**config.mk**
```make
export PLATFORM = sky130hd
export DESIGN_NAME = convergence_sequencer_flat
export DESIGN_NICKNAME = d
export VERILOG_FILES = /design/src/rtl/kmeans_pkg.sv /design/src/rtl/convergence_sequencer_if.sv /design/src/rtl/convergence_sequencer.sv /design/src/flat_wrapper.sv
export SDC_FILE = /design/constraint.sdc
export NUM_CORES = 1
export LEC_CHECK = 0
export ABC_AREA = 1
export CORE_AREA = 2 2 84 86
export DETAILED_ROUTE_END_ITERATION = 10
export DIE_AREA = 0 0 86 88
export GPL_TIMING_DRIVEN = 1
export PLACE_DENSITY = 0.84
export SETUP_SLACK_MARGIN = 0.4
export SYNTH_ARGS = -nofsm -noshare
export SYNTH_HDL_FRONTEND = slang
export SYNTH_SLANG_ARGS = --single-unit
```
**constraint.sdc**
```tcl
create_clock -name clk -period 4.3 [get_ports clk]
set_input_delay 1.29 -clock clk [delete_from_list [all_inputs] [get_ports clk]]
set_output_delay 1.29 -clock clk [all_outputs]
set_load 0.005 [all_outputs]
```
**src/rtl/kmeans_pkg.sv**
```systemverilog
// Shared constants and FSM state type for the k-means convergence sequencer.
package kmeans_pkg;

  localparam int DATA_WIDTH = 91;
  localparam int CENT_NUM   = 8;
  localparam int IDX_WIDTH  = 3;

  typedef enum logic [1:0] {
    IDLE     = 2'd0,
    STREAM   = 2'd1,
    WAIT_RES = 2'd2,
    REPORT   = 2'd3
  } state_t;

endpackage

```
**src/rtl/convergence_sequencer_if.sv**
```systemverilog
// Centroid handshake from the new-means block plus the convergence-checker port.
interface convergence_sequencer_if #(
  parameter int DATA_WIDTH = kmeans_pkg::DATA_WIDTH
);

  logic                           cent_valid;
  logic [DATA_WIDTH-1:0]          cent_data;
  logic                           cent_ready;
  logic [DATA_WIDTH-1:0]          chk_centroid;
  logic [kmeans_pkg::IDX_WIDTH-1:0] chk_cent_num;
  logic                           chk_reg_en;
  logic                           chk_regs_reset;
  logic                           chk_has_converged;
  logic                           chk_res_available;

  modport master (
    input  cent_valid, cent_data, chk_has_converged, chk_res_available,
    output cent_ready, chk_centroid, chk_cent_num, chk_reg_en, chk_regs_reset
  );

  modport slave (
    output cent_valid, cent_data, chk_has_converged, chk_res_available,
    input  cent_ready, chk_centroid, chk_cent_num, chk_reg_en, chk_regs_reset
  );

endinterface

```
**src/rtl/convergence_sequencer.sv**
```systemverilog
// Streams one iteration's centroids into the convergence checker and tracks
// iteration count, convergence and the iteration limit.
//
// state    | meaning
// IDLE     | waiting for start; checker held cleared
// STREAM   | accepting centroids, forwarding each to the checker
// WAIT_RES | all centroids sent, waiting for checker result
// REPORT   | one-cycle iter_done pulse, checker cleared
module convergence_sequencer
  import kmeans_pkg::*;
#(
  parameter int DATA_WIDTH = kmeans_pkg::DATA_WIDTH,
  parameter int CENT_NUM   = kmeans_pkg::CENT_NUM,
  parameter int ITER_WIDTH = 8
) (
  input  logic                  clk,
  input  logic                  rst_n,
  input  logic                  start,
  input  logic                  restart,
  input  logic [ITER_WIDTH-1:0] max_iter,
  convergence_sequencer_if.master bus,
  output logic                  iter_done,
  output logic                  converged,
  output logic                  max_iter_reached,
  output logic [ITER_WIDTH-1:0] iter_count,
  output logic                  busy
);

  localparam logic [IDX_WIDTH-1:0] LAST_IDX = IDX_WIDTH'(CENT_NUM - 1);

  state_t                state, state_nxt;
  logic [IDX_WIDTH-1:0]  idx, idx_nxt;
  logic [ITER_WIDTH-1:0] count_nxt;
  logic                  conv_nxt, maxr_nxt;

  logic                  cent_ready, reg_en, regs_reset;
  logic [IDX_WIDTH-1:0]  cent_num;
  logic [DATA_WIDTH-1:0] centroid;

  always_ff @(posedge clk) begin
    if (!rst_n || restart) begin
      state            <= IDLE;
      idx              <= '0;
      iter_count       <= '0;
      converged        <= 1'b0;
      max_iter_reached <= 1'b0;
    end else begin
      state            <= state_nxt;
      idx              <= idx_nxt;
      iter_count       <= count_nxt;
      converged        <= conv_nxt;
      max_iter_reached <= maxr_nxt;
    end
  end

  always_comb begin
    state_nxt  = state;
    idx_nxt    = idx;
    count_nxt  = iter_count;
    conv_nxt   = converged;
    maxr_nxt   = max_iter_reached;
    cent_ready = 1'b0;
    reg_en     = 1'b0;
    cent_num   = '0;
    regs_reset = 1'b0;
    iter_done  = 1'b0;

    case (state)
      IDLE: begin
        if (start && !converged && !max_iter_reached) state_nxt = STREAM;
      end
      STREAM: begin
        cent_ready = 1'b1;
        regs_reset = 1'b1;
        if (bus.cent_valid) begin
          reg_en   = 1'b1;
          cent_num = idx;
          if (idx == LAST_IDX) begin
            idx_nxt   = '0;
            state_nxt = WAIT_RES;
          end else begin
            idx_nxt = idx + IDX_WIDTH'(1);
          end
        end
      end
      WAIT_RES: begin
        regs_reset = 1'b1;
        if (bus.chk_res_available) begin
          conv_nxt  = bus.chk_has_converged;
          count_nxt = (iter_count == '1) ? iter_count : iter_count + ITER_WIDTH'(1);
          // A zero limit means "stop after the first iteration".
          if (max_iter == '0 || count_nxt == max_iter) maxr_nxt = 1'b1;
          state_nxt = REPORT;
        end
      end
      REPORT: begin
        iter_done = 1'b1;
        state_nxt = IDLE;
      end
      default: state_nxt = IDLE;
    endcase
  end

  assign centroid           = bus.cent_data;
  assign bus.chk_centroid   = centroid;
  assign bus.cent_ready     = cent_ready;
  assign bus.chk_reg_en     = reg_en;
  assign bus.chk_cent_num   = cent_num;
  assign bus.chk_regs_reset = regs_reset;
  assign busy               = (state != IDLE);

endmodule

```
**src/flat_wrapper.sv**
```systemverilog
// flat-port wrapper written by rule: the top's interface ports become plain ports
module convergence_sequencer_flat import kmeans_pkg::*;
#(
  parameter int DATA_WIDTH = kmeans_pkg::DATA_WIDTH,
  parameter int CENT_NUM   = kmeans_pkg::CENT_NUM,
  parameter int ITER_WIDTH = 8
)
  (clk, rst_n, start, restart, max_iter, iter_done, converged, max_iter_reached, iter_count, busy, bus_cent_valid, bus_cent_data, bus_chk_has_converged, bus_chk_res_available, bus_cent_ready, bus_chk_centroid, bus_chk_cent_num, bus_chk_reg_en, bus_chk_regs_reset);
  convergence_sequencer_if #(.DATA_WIDTH(DATA_WIDTH)) bus_i ();
  input  logic clk;
  input  logic rst_n;
  input  logic start;
  input  logic restart;
  input  logic [ITER_WIDTH-1:0] max_iter;
  output logic iter_done;
  output logic converged;
  output logic max_iter_reached;
  output logic [ITER_WIDTH-1:0] iter_count;
  output logic busy;
  input wire logic [$bits(bus_i.cent_valid)-1:0] bus_cent_valid;
  input wire logic [$bits(bus_i.cent_data)-1:0] bus_cent_data;
  input wire logic [$bits(bus_i.chk_has_converged)-1:0] bus_chk_has_converged;
  input wire logic [$bits(bus_i.chk_res_available)-1:0] bus_chk_res_available;
  output wire logic [$bits(bus_i.cent_ready)-1:0] bus_cent_ready;
  output wire logic [$bits(bus_i.chk_centroid)-1:0] bus_chk_centroid;
  output wire logic [$bits(bus_i.chk_cent_num)-1:0] bus_chk_cent_num;
  output wire logic [$bits(bus_i.chk_reg_en)-1:0] bus_chk_reg_en;
  output wire logic [$bits(bus_i.chk_regs_reset)-1:0] bus_chk_regs_reset;
  assign bus_i.cent_valid = bus_cent_valid;
  assign bus_i.cent_data = bus_cent_data;
  assign bus_i.chk_has_converged = bus_chk_has_converged;
  assign bus_i.chk_res_available = bus_chk_res_available;
  assign bus_cent_ready = bus_i.cent_ready;
  assign bus_chk_centroid = bus_i.chk_centroid;
  assign bus_chk_cent_num = bus_i.chk_cent_num;
  assign bus_chk_reg_en = bus_i.chk_reg_en;
  assign bus_chk_regs_reset = bus_i.chk_regs_reset;
  convergence_sequencer #(.DATA_WIDTH(DATA_WIDTH), .CENT_NUM(CENT_NUM), .ITER_WIDTH(ITER_WIDTH)) u_core (.clk(clk), .rst_n(rst_n), .start(start), .restart(restart), .max_iter(max_iter), .bus(bus_i), .iter_done(iter_done), .converged(converged), .max_iter_reached(max_iter_reached), .iter_count(iter_count), .busy(busy));
endmodule
```
======== Yosys cells after proc, flatten, opt, wreduce, memory -nomap -nowiden ========
Cells that the tools add are included.
storage, ports and cells
  bits in registers ....................... 15
  input bits .............................. 106
  output and inout port bits .............. 109
  logic and storage cells ................. 46
operators by class
  add/subtract/negate cells ............... 2
  equal/unequal tests ..................... 10
  multiplexer cells ....................... 14
  reductions and logical operators ........ 15
operators with widths
  operator                                              number
  2-to-1 mux 3 bit                                      3
  adder 8 x 1 -> 8 bit (second input constant)          1
  equality test 8 bit                                   1
  equality test 8 bit (second input constant)           1
  zero test 8 bit                                       1
  2-to-1 mux 2 bit                                      4
  2-to-1 mux 8 bit                                      1
  case mux 2 bit (4 select lines)                       1
  2-to-1 mux 1 bit                                      5
  equality test 2 bit (second input constant)           2
  != test 2 x 1 -> 1 bit (second input constant)        2
  != test 2 bit (second input constant)                 2
  AND reduction 2 bit                                   2
  AND reduction 4 bit                                   1
  adder 3 x 1 -> 3 bit (second input constant)          1
  equality test 3 bit (second input constant)           1
  zero test 1 bit                                       3
  AND reduction 3 bit                                   1
  equality test 2 x 1 -> 1 bit (second input constant)  1
  logical AND 1 bit                                     2
  zero test 2 bit                                       1
  logical OR 1 bit                                      2
  nonzero test 2 bit                                    1
  OR reduction 2 bit                                    1

======== Logic depth before layout (Yosys ltp) ========
Gate-level depths: netlist of run 1.
  word-level depth ........................ 5
  gate-level depth with buffers ........... 14

======== Least setup slack after synthesis of run 1 ========
No wires, ideal clock.
  path kind ............................... input to output
  from .................................... input bus_cent_valid
  to ...................................... output bus_chk_cent_num[0]
  arrival ................................. 1.575 ns
  data required time ...................... 3.010 ns
  slack ................................... 1.435 ns
  cell stages on the path ................. 2
  path buffers ............................ 0
  cell sequence ........................... nand2_1 > nor2_1
between the ends
  word-level cells in the longest chain between the ends .. 2
RTL lines
  item              RTL line                     source
  from (decl)       flat_wrapper.sv:20           input wire logic [$bits(bus_i.cent_valid)-1:0] bus_cent_valid;
  2-to-1 mux 3 bit  convergence_sequencer.sv:75  if (bus.cent_valid) begin
  2-to-1 mux 3 bit  convergence_sequencer.sv:68  case (state)
  to (decl)         flat_wrapper.sv:26           output wire logic [$bits(bus_i.chk_cent_num)-1:0] bus_chk_cent_num;
No other way between the ends.

======== Final worst setup path of run 1 ========
Same ends and word-level chain as after synthesis.

==> summary.md, run 1 <==
| Metric | Value |
|---|---|
| Outcome | `completed` |
| Routed WL per cell | `between 10 and 15 um` |
| Clk_lat worst skew | `about 250 ps` |
| DRC Markers | `0` |
| Area share of the largest cell type after synthesis | `38.16%` |
| Max-slew violations | `0` |
| CP bufs+invs | `2` |
| Worst path max stage delay | `between 500 and 600 ps` |
| Avg Vias per Cell | `~4.4` |
| Count of final hold-check violations | `0` |
| Sequential standard cell area | `roughly 300 sq um` |
| 1st-iter DRT viols | `61` |
| Cell accounting for the most synthesized area | `buf_4` |
| Most frequent cells in the layout | `nand2_1 (45), inv_1 (33), clkdlybuf4s50_1 (31)` |
| Die height | `about 88 um` |
| Syn Nets | `384` |
| CP required | `3010 ps` |
| # H-tree levels | `1` |
| Syn Area/Cell | `6.607 sq um` |
| Largest net degree at the start of global routing | `16` |
| Die ar. | `between 0.007 and 0.008 sq mm` |
| Final-stage net count | `328` |
| Reg clk slew, reported paths | `60 ps` |
| Worst-Margin Slew | `474.7 ps` |
| P&R area growth vs syn | `-12.09%` |
| FP Rows | `30` |
| # fillers | `734` |
| Worst Skew | `between 5 and 6 ps` |
| Area of the multi-input gates | `670.6 sq um` |
| Inserted Clock Buffers | `3` |
| VDD IR-drop max | `128.7 uV` |
| Cell Chain, Critical Path | `dlymetal6s2s_1 -> nand2_4 -> nor2_2 -> clkdlybuf4s50_1` |
| Pwr Density | `roughly 210 mW/mm^2` |
| Hold Path Class | `flip-flop to flip-flop` |
| Unrepaired setup endpoints after global routing | `no` |
| Total track usage | `under 10%` |
| Hold_sp | `u_core.idx[1]$_SDFFE_PP0P_` |
| R2r endpoint | `u_core.max_iter_reached$_SDFFE_PP0P_` |
| Number of global-route vias before repair | `1,328` |
| Final TNS setup | `0 ps` |
| Sequential fraction of the synthesis area | `16.77%` |
| Critical Path Fanout Max | `9` |
| Async SR Flop Fraction | `0%` |
| R2r setup slk | `2350 ps` |
| I/O Pins | `215` |
| Vias post-DR | `1,303` |
| Hold path endpoint | `u_core.idx[1]$_SDFFE_PP0P_` |
| Final WL | `3694 um` |
| CTS hold repair buffers | `0` |
| CP top delay family | `buffers and inverters` |
| RePlAce Congestion | `between 0.7 and 0.8` |
| Initial Util | `26.95%` |
| DIE WIDTH | `approximately 86 um` |
| Critical path's slowest cell | `clkdlybuf4s50_1` |
| Hold path cells | `2` |
| Highest clock rate | `approximately 290 MHz` |
| Clk buf depth | `2` |
| Post-synth EDFFs | `0` |
| CTS Root Cell | `clkbuf_8` |
| Synthesized area | `0.001790 sq mm` |
| Crit Path Category | `input port to output port` |
| First-pass GRT wire length | `5934 um` |
| Layout cell share with drive strength beyond 1 | `8.411%` |
| CP endpoint kind | `output port` |
| CTS sink cnt | `15` |
| WP data arrival | `2190 ps` |
| Drt pass-1 iters | `4` |
| GRT Residual Overflow | `0` |
| Crit start category | `input port` |
| Final Cycle Share | `80.85%` |
| Synth area leaders | `buf_4 (38%), dfxtp_1 (17%), nand2_1 (9.6%), inv_1 (6.9%), ha_1 (4.9%)` |
| Syn Inst Count | `271` |
| Dpl hpwl | `2984 um` |
| RR Startpoint | `u_core.iter_count[0]$_SDFFE_PP0P_` |
| Synth Flop Type | `dfxtp_1` |
| CTS tree | `done` |
| Synth unique cells | `22` |
| LEAKAGE | `roughly 0.71 nW` |
| Register bit total from synthesis | `15` |
| Port Buf Inserts | `32` |
| Max Cap Violations | `0` |
| Slew headroom | `68.24%` |
| Diodes inserted | `0` |
| Remaining antenna violation count | `0` |
| Minimum clock period | `3477 ps` |
| Core ar. | `0.006644 sq mm` |
| Worst R2R Path Depth | `13` |
| Final setup viols | `0` |
| Core Util, Final | `23.69%` |
| Most common cell after layout, fill and taps aside | `nand2_1` |
| Antenna violations before repair | `0` |
| Yosys Warn Count | `0` |
## worst reg2reg max path: cells and delay by family, from the launching register on
kind	cells	cell delay, ps
AOI/OAI and AO/OA	1	120
buffers and inverters	1	90
adders and majority gates	1	240
and+or+nand+nor	10	990
DFF	1	460
## power by group
group | internal (W) | switching [W] | total (W)
Clock | 0.0000650 | 0.0000521 | 0.000117
Combinational | 0.0000326 | 0.0000300 | 0.0000626
Sequential | 0.000143 | 0.00000403 | 0.000147
## metal layers
metal | wire, um | vias to the layer above | global-route usage [%]
li1 | - | 634 | -
met1 | 1200 | 536 | 8.451
met2 | 1793 | 77 | 16.91
met3 | 421 | 56 | 3.299
met4 | 279 | 0 | 10.25
met5 | 0 | - | 0
## flip-flops by register name, indices dropped and copies added (netlist names)
name / count
u_core.iter_count: 8
u_core.idx: 3
u_core.state: 2
u_core.converged: 1
u_core.max_iter_reached: 1
## cells in the mapped netlist, types with 2 or more instances
cell / instances
nand2_1: 46
nor2_4: 2
nand3b_1: 2
dfxtp_1: 15
ha_1: 7
buf_4: 91
a31oi_1: 2
inv_2: 2
inv_1: 33
nand3_1: 15
o21ai_0: 15
nand2_2: 5
nor4_1: 2
a21oi_1: 9
nor2_1: 18
## timing repair
action,CTS,global route
gates cloned,0,0
gates resized for setup,2,2
setup endpoints to repair,2,3
hold endpoints to repair,0,0
setup buffers,0,0
## cells by family after synthesis
family / share of synthesized area [%]
flip-flops: 16.77
AND/OR/NAND/NOR: 23.69
AO/OA/AOI/OAI: 8.316
buffers and inverters: 46.33
adder cells (fa/ha/maj): 4.891
## stage by stage
stage / cells / setup slack (ps) / total power [W] / instance area [sq um] / hold slack [ps]
final: 294 / 823.4 / 0.0003262 / 1574 / 473.1
after global routing: 294 / 751.3 / 0.0003461 / 1574 / 512.7
after CTS: 294 / 451.3 / 0.0003319 / 1567 / 477.7
after detailed placement: 290 / 364.6 / 0.0002111 / 1513 / 468.5
after global placement: 290 / 426.5 / 0.0002087 / 1513 / 463.9
after floorplan: 271 / 1435 / 0.0002461 / 1790 / 447.6
## layout make-up
cell class,instances,area share [%]
inverter,35,8.347
sequential,15,19.08
timing repair buffer,32,20.51
tap,80,6.359
multi-input combinational,128,42.61
clock buffer,3,2.623
clock inverter,1,0.4769
## how the worst max path moves through the flow
stage,end,from,cells after the start,slack [ps]
detailed placement,bus_chk_cent_num[0],bus_cent_valid,4,360
global route,bus_chk_cent_num[2],bus_cent_valid,4,750
global placement,bus_chk_cent_num[0],bus_cent_valid,4,430
floorplan,bus_chk_cent_num[0],bus_cent_valid,2,1440
finish,bus_chk_cent_num[0],bus_cent_valid,4,820
CTS,bus_chk_cent_num[0],bus_cent_valid,4,450
(Power assumes the default switching activity.)
==> run 2, diff against run 1 <==
CORE_AREA = unset   (was 2 2 84 86)
CORE_MARGIN = 1   (was unset)
CORE_UTILIZATION = 27   (was unset)
DIE_AREA = unset   (was 0 0 86 88)
clock period = 3.4 ns   (was 4.3 ns; I/O delays follow)
==> run 2 against run 1 <==
  * Sequential power is 27% higher
  * Combinational power is 27% higher
  * Die area is 8.0% lower
  * Clock power is 23% higher
  * Critical path depth stayed put
  * Register-to-register slack worse by 900 ps
  * Via count is 1.0% higher
  * Largest power group unchanged
  * Highest routed layer unchanged
==> summary.md, run 2 (synthesis gave the netlist of run 1 again) <==
| Metric | Value |
|---|---|
| CP endpoint kind | `output port` |
| Die ar. | `0.006961 sq mm` |
| CP top delay family | `buffers and inverters` |
| Clk_lat worst skew | `about 250 ps` |
| Pre-CTS WS | `86.60 ps` |
| Final worst setup slack | `just over 500 ps` |
| Dpl hpwl | `2971 um` |
| Vias post-DR | `1,316` |
| Largest net degree at the start of global routing | `16` |
| Final TNS setup | `0 ps` |
| Pwr Density | `260.4 mW/mm^2` |
| Most frequent cells in the layout | `nand2_1 (45), inv_1 (33), clkdlybuf4s50_1 (28)` |
| WP data arrival | `1870 ps` |
| Final Cycle Share | `84.94%` |
| Largest regs | `u_core.iter_count (8), u_core.idx (3), u_core.state (2)` |
| # fillers | `714` |
| Final-stage net count | `330` |
| Antenna violations before repair | `0` |
| GRT Residual Overflow | `0` |
| Critical path's slowest cell | `clkdlybuf4s50_1` |
| Core ar. | `0.006386 sq mm` |
| Layout cell share with drive strength beyond 1 | `9.259%` |
| RePlAce Congestion | `0.7892` |
| Port Buf Inserts | `32` |
| Inserted Clock Buffers | `3` |
| CTS hold repair buffers | `0` |
| First-pass GRT wire length | `5754 um` |
| Outcome | `completed` |
| Initial Util | `28.04%` |
| CTS Root Cell | `clkbuf_8` |
| Most common cell after layout, fill and taps aside | `nand2_1` |
| Minimum clock period | `2888 ps` |
| I/O Pins | `215` |
| Worst Skew | `3.898 ps` |
| Count of final hold-check violations | `0` |
| DRC Markers | `0` |
| Final WL | `~3700 um` |
| FP Rows | `29` |
| Worst-Margin Slew | `412.2 ps` |
| CTS sink cnt | `15` |
| Reg clk slew, reported paths | `roughly 60 ps` |
| VDD IR-drop max | `170.9 uV` |
| P&R area growth vs syn | `-12.23%` |
| Largest Register | `u_core.iter_count` |
| Slew headroom | `between 70% and 80%` |
| Total track usage | `10.22%` |
| Routed length on met1 | `1351 um` |
| CP required | `about 2400 ps` |
| Worst path max stage delay | `490 ps` |
| Cell Chain, Critical Path | `dlygate4sd2_1 -> nand2_2 -> inv_1 -> clkdlybuf4s50_1` |
| Crit Path Category | `input port to output port` |
| # H-tree levels | `1` |
| Avg Vias per Cell | `roughly 4.5` |
| Unrepaired setup endpoints after global routing | `no` |
| LEAKAGE | `0.7158 nW` |
| Remaining antenna violation count | `0` |
| Highest clock rate | `~350 MHz` |
| Die height | `between 80 and 90 um` |
| Hold Path Class | `flip-flop to flip-flop` |
| CP bufs+invs | `3` |
| Crit start category | `input port` |
| Number of global-route vias before repair | `1,260` |
| Max layer used | `met4` |
| Max Cap Violations | `0` |
| Clk buf depth | `2` |
| DIE WIDTH | `approximately 83 um` |
| Final setup viols | `0` |
| DR WL met3 | `404 um` |
| Max-slew violations | `0` |
| CTS tree | `done` |
| Drt pass-1 iters | `4` |
| Critical Path Fanout Max | `3` |
| Routed WL per cell | `12.49 um` |
| 1st-iter DRT viols | `43` |
| Diodes inserted | `0` |
| Max FFs per register | `8` |
| Met2 WL | `1604 um` |
run 2: changes by cell type in the layout (fill, tap and decap cells not counted):
cell             delta
buf_4               +2
clkbuf_1            +1
nand2_4             -1
clkinvlp_4          -1
dlymetal6s2s_1      -1
nand2_2             +1
clkdlybuf4s50_1     -3
dlygate4sd2_1       +3
clkdlybuf4s15_2     +1
run 2: metrics by stage:
stage / instance area, sq um / utilization [%] / power (W) / hold WS, ps / instances
4_1_cts: 1572 / 24.61 / 0.0004154 / 473.1 / 293
6_report: 1572 / 24.61 / 0.0004092 / 476.5 / 293
5_1_grt: 1572 / 24.61 / 0.0004337 / 512.2 / 293
2_1_floorplan: 1790 / - / 0.0003113 / 447.6 / 271
3_5_place_dp: 1516 / 23.75 / 0.0002681 / 463.3 / 288
3_3_place_gp: 1516 / 23.75 / 0.0002652 / 452.1 / 288
run 2: final timing paths:
path	startpoint	to	slack [ps]	cells past startpoint
hold / removal	u_core.converged$_SDFFE_PP0P_	u_core.converged$_SDFFE_PP0P_	480	2
setup / recovery	bus_cent_valid	bus_chk_reg_en	510	4
setup reg to reg	u_core.iter_count[0]$_SDFFE_PP0P_	u_core.max_iter_reached$_SDFFE_PP0P_	1450	13
hold reg to reg	u_core.converged$_SDFFE_PP0P_	u_core.converged$_SDFFE_PP0P_	480	2
run 2: cell type report:
type | instances | area, sq um | share of cell area, %
clock buffers | 4 | 45.04 | 2.866
inverters | 35 | 131.4 | 8.360
multi-input cells | 128 | 665.6 | 42.36
flip-flops and latches | 15 | 300.3 | 19.11
well taps | 77 | 96.34 | 6.131
repair buffers | 34 | 332.8 | 21.18
run 2: routing by layer:
layer / vias to the layer above / GRT usage (%)
met4: 0 / 9.245
met5: - / 0
met3: 48 / 4.871
li1: 641 / -
met1: 569 / 10.31
met2: 58 / 15.57
run 2: where the power goes:
group	switching, W	internal (W)	total, W
Combinational	0.0000375	0.0000418	0.0000793
Clock	0.0000613	0.0000830	0.000144
Sequential	0.00000530	0.000180	0.000186
run 2: timing repair:
action                     in CTS  in global routing
setup endpoints to repair       4                  0
gates resized for setup         8                  0
setup buffers                   1                  0
hold endpoints to repair        0                  0
run 2: tightest hold or removal path: cells and delay by family, from the launching register on:
kind	cells	cell delay [ps]
compound gates	1	60
flops	1	310
buf+inv	1	70
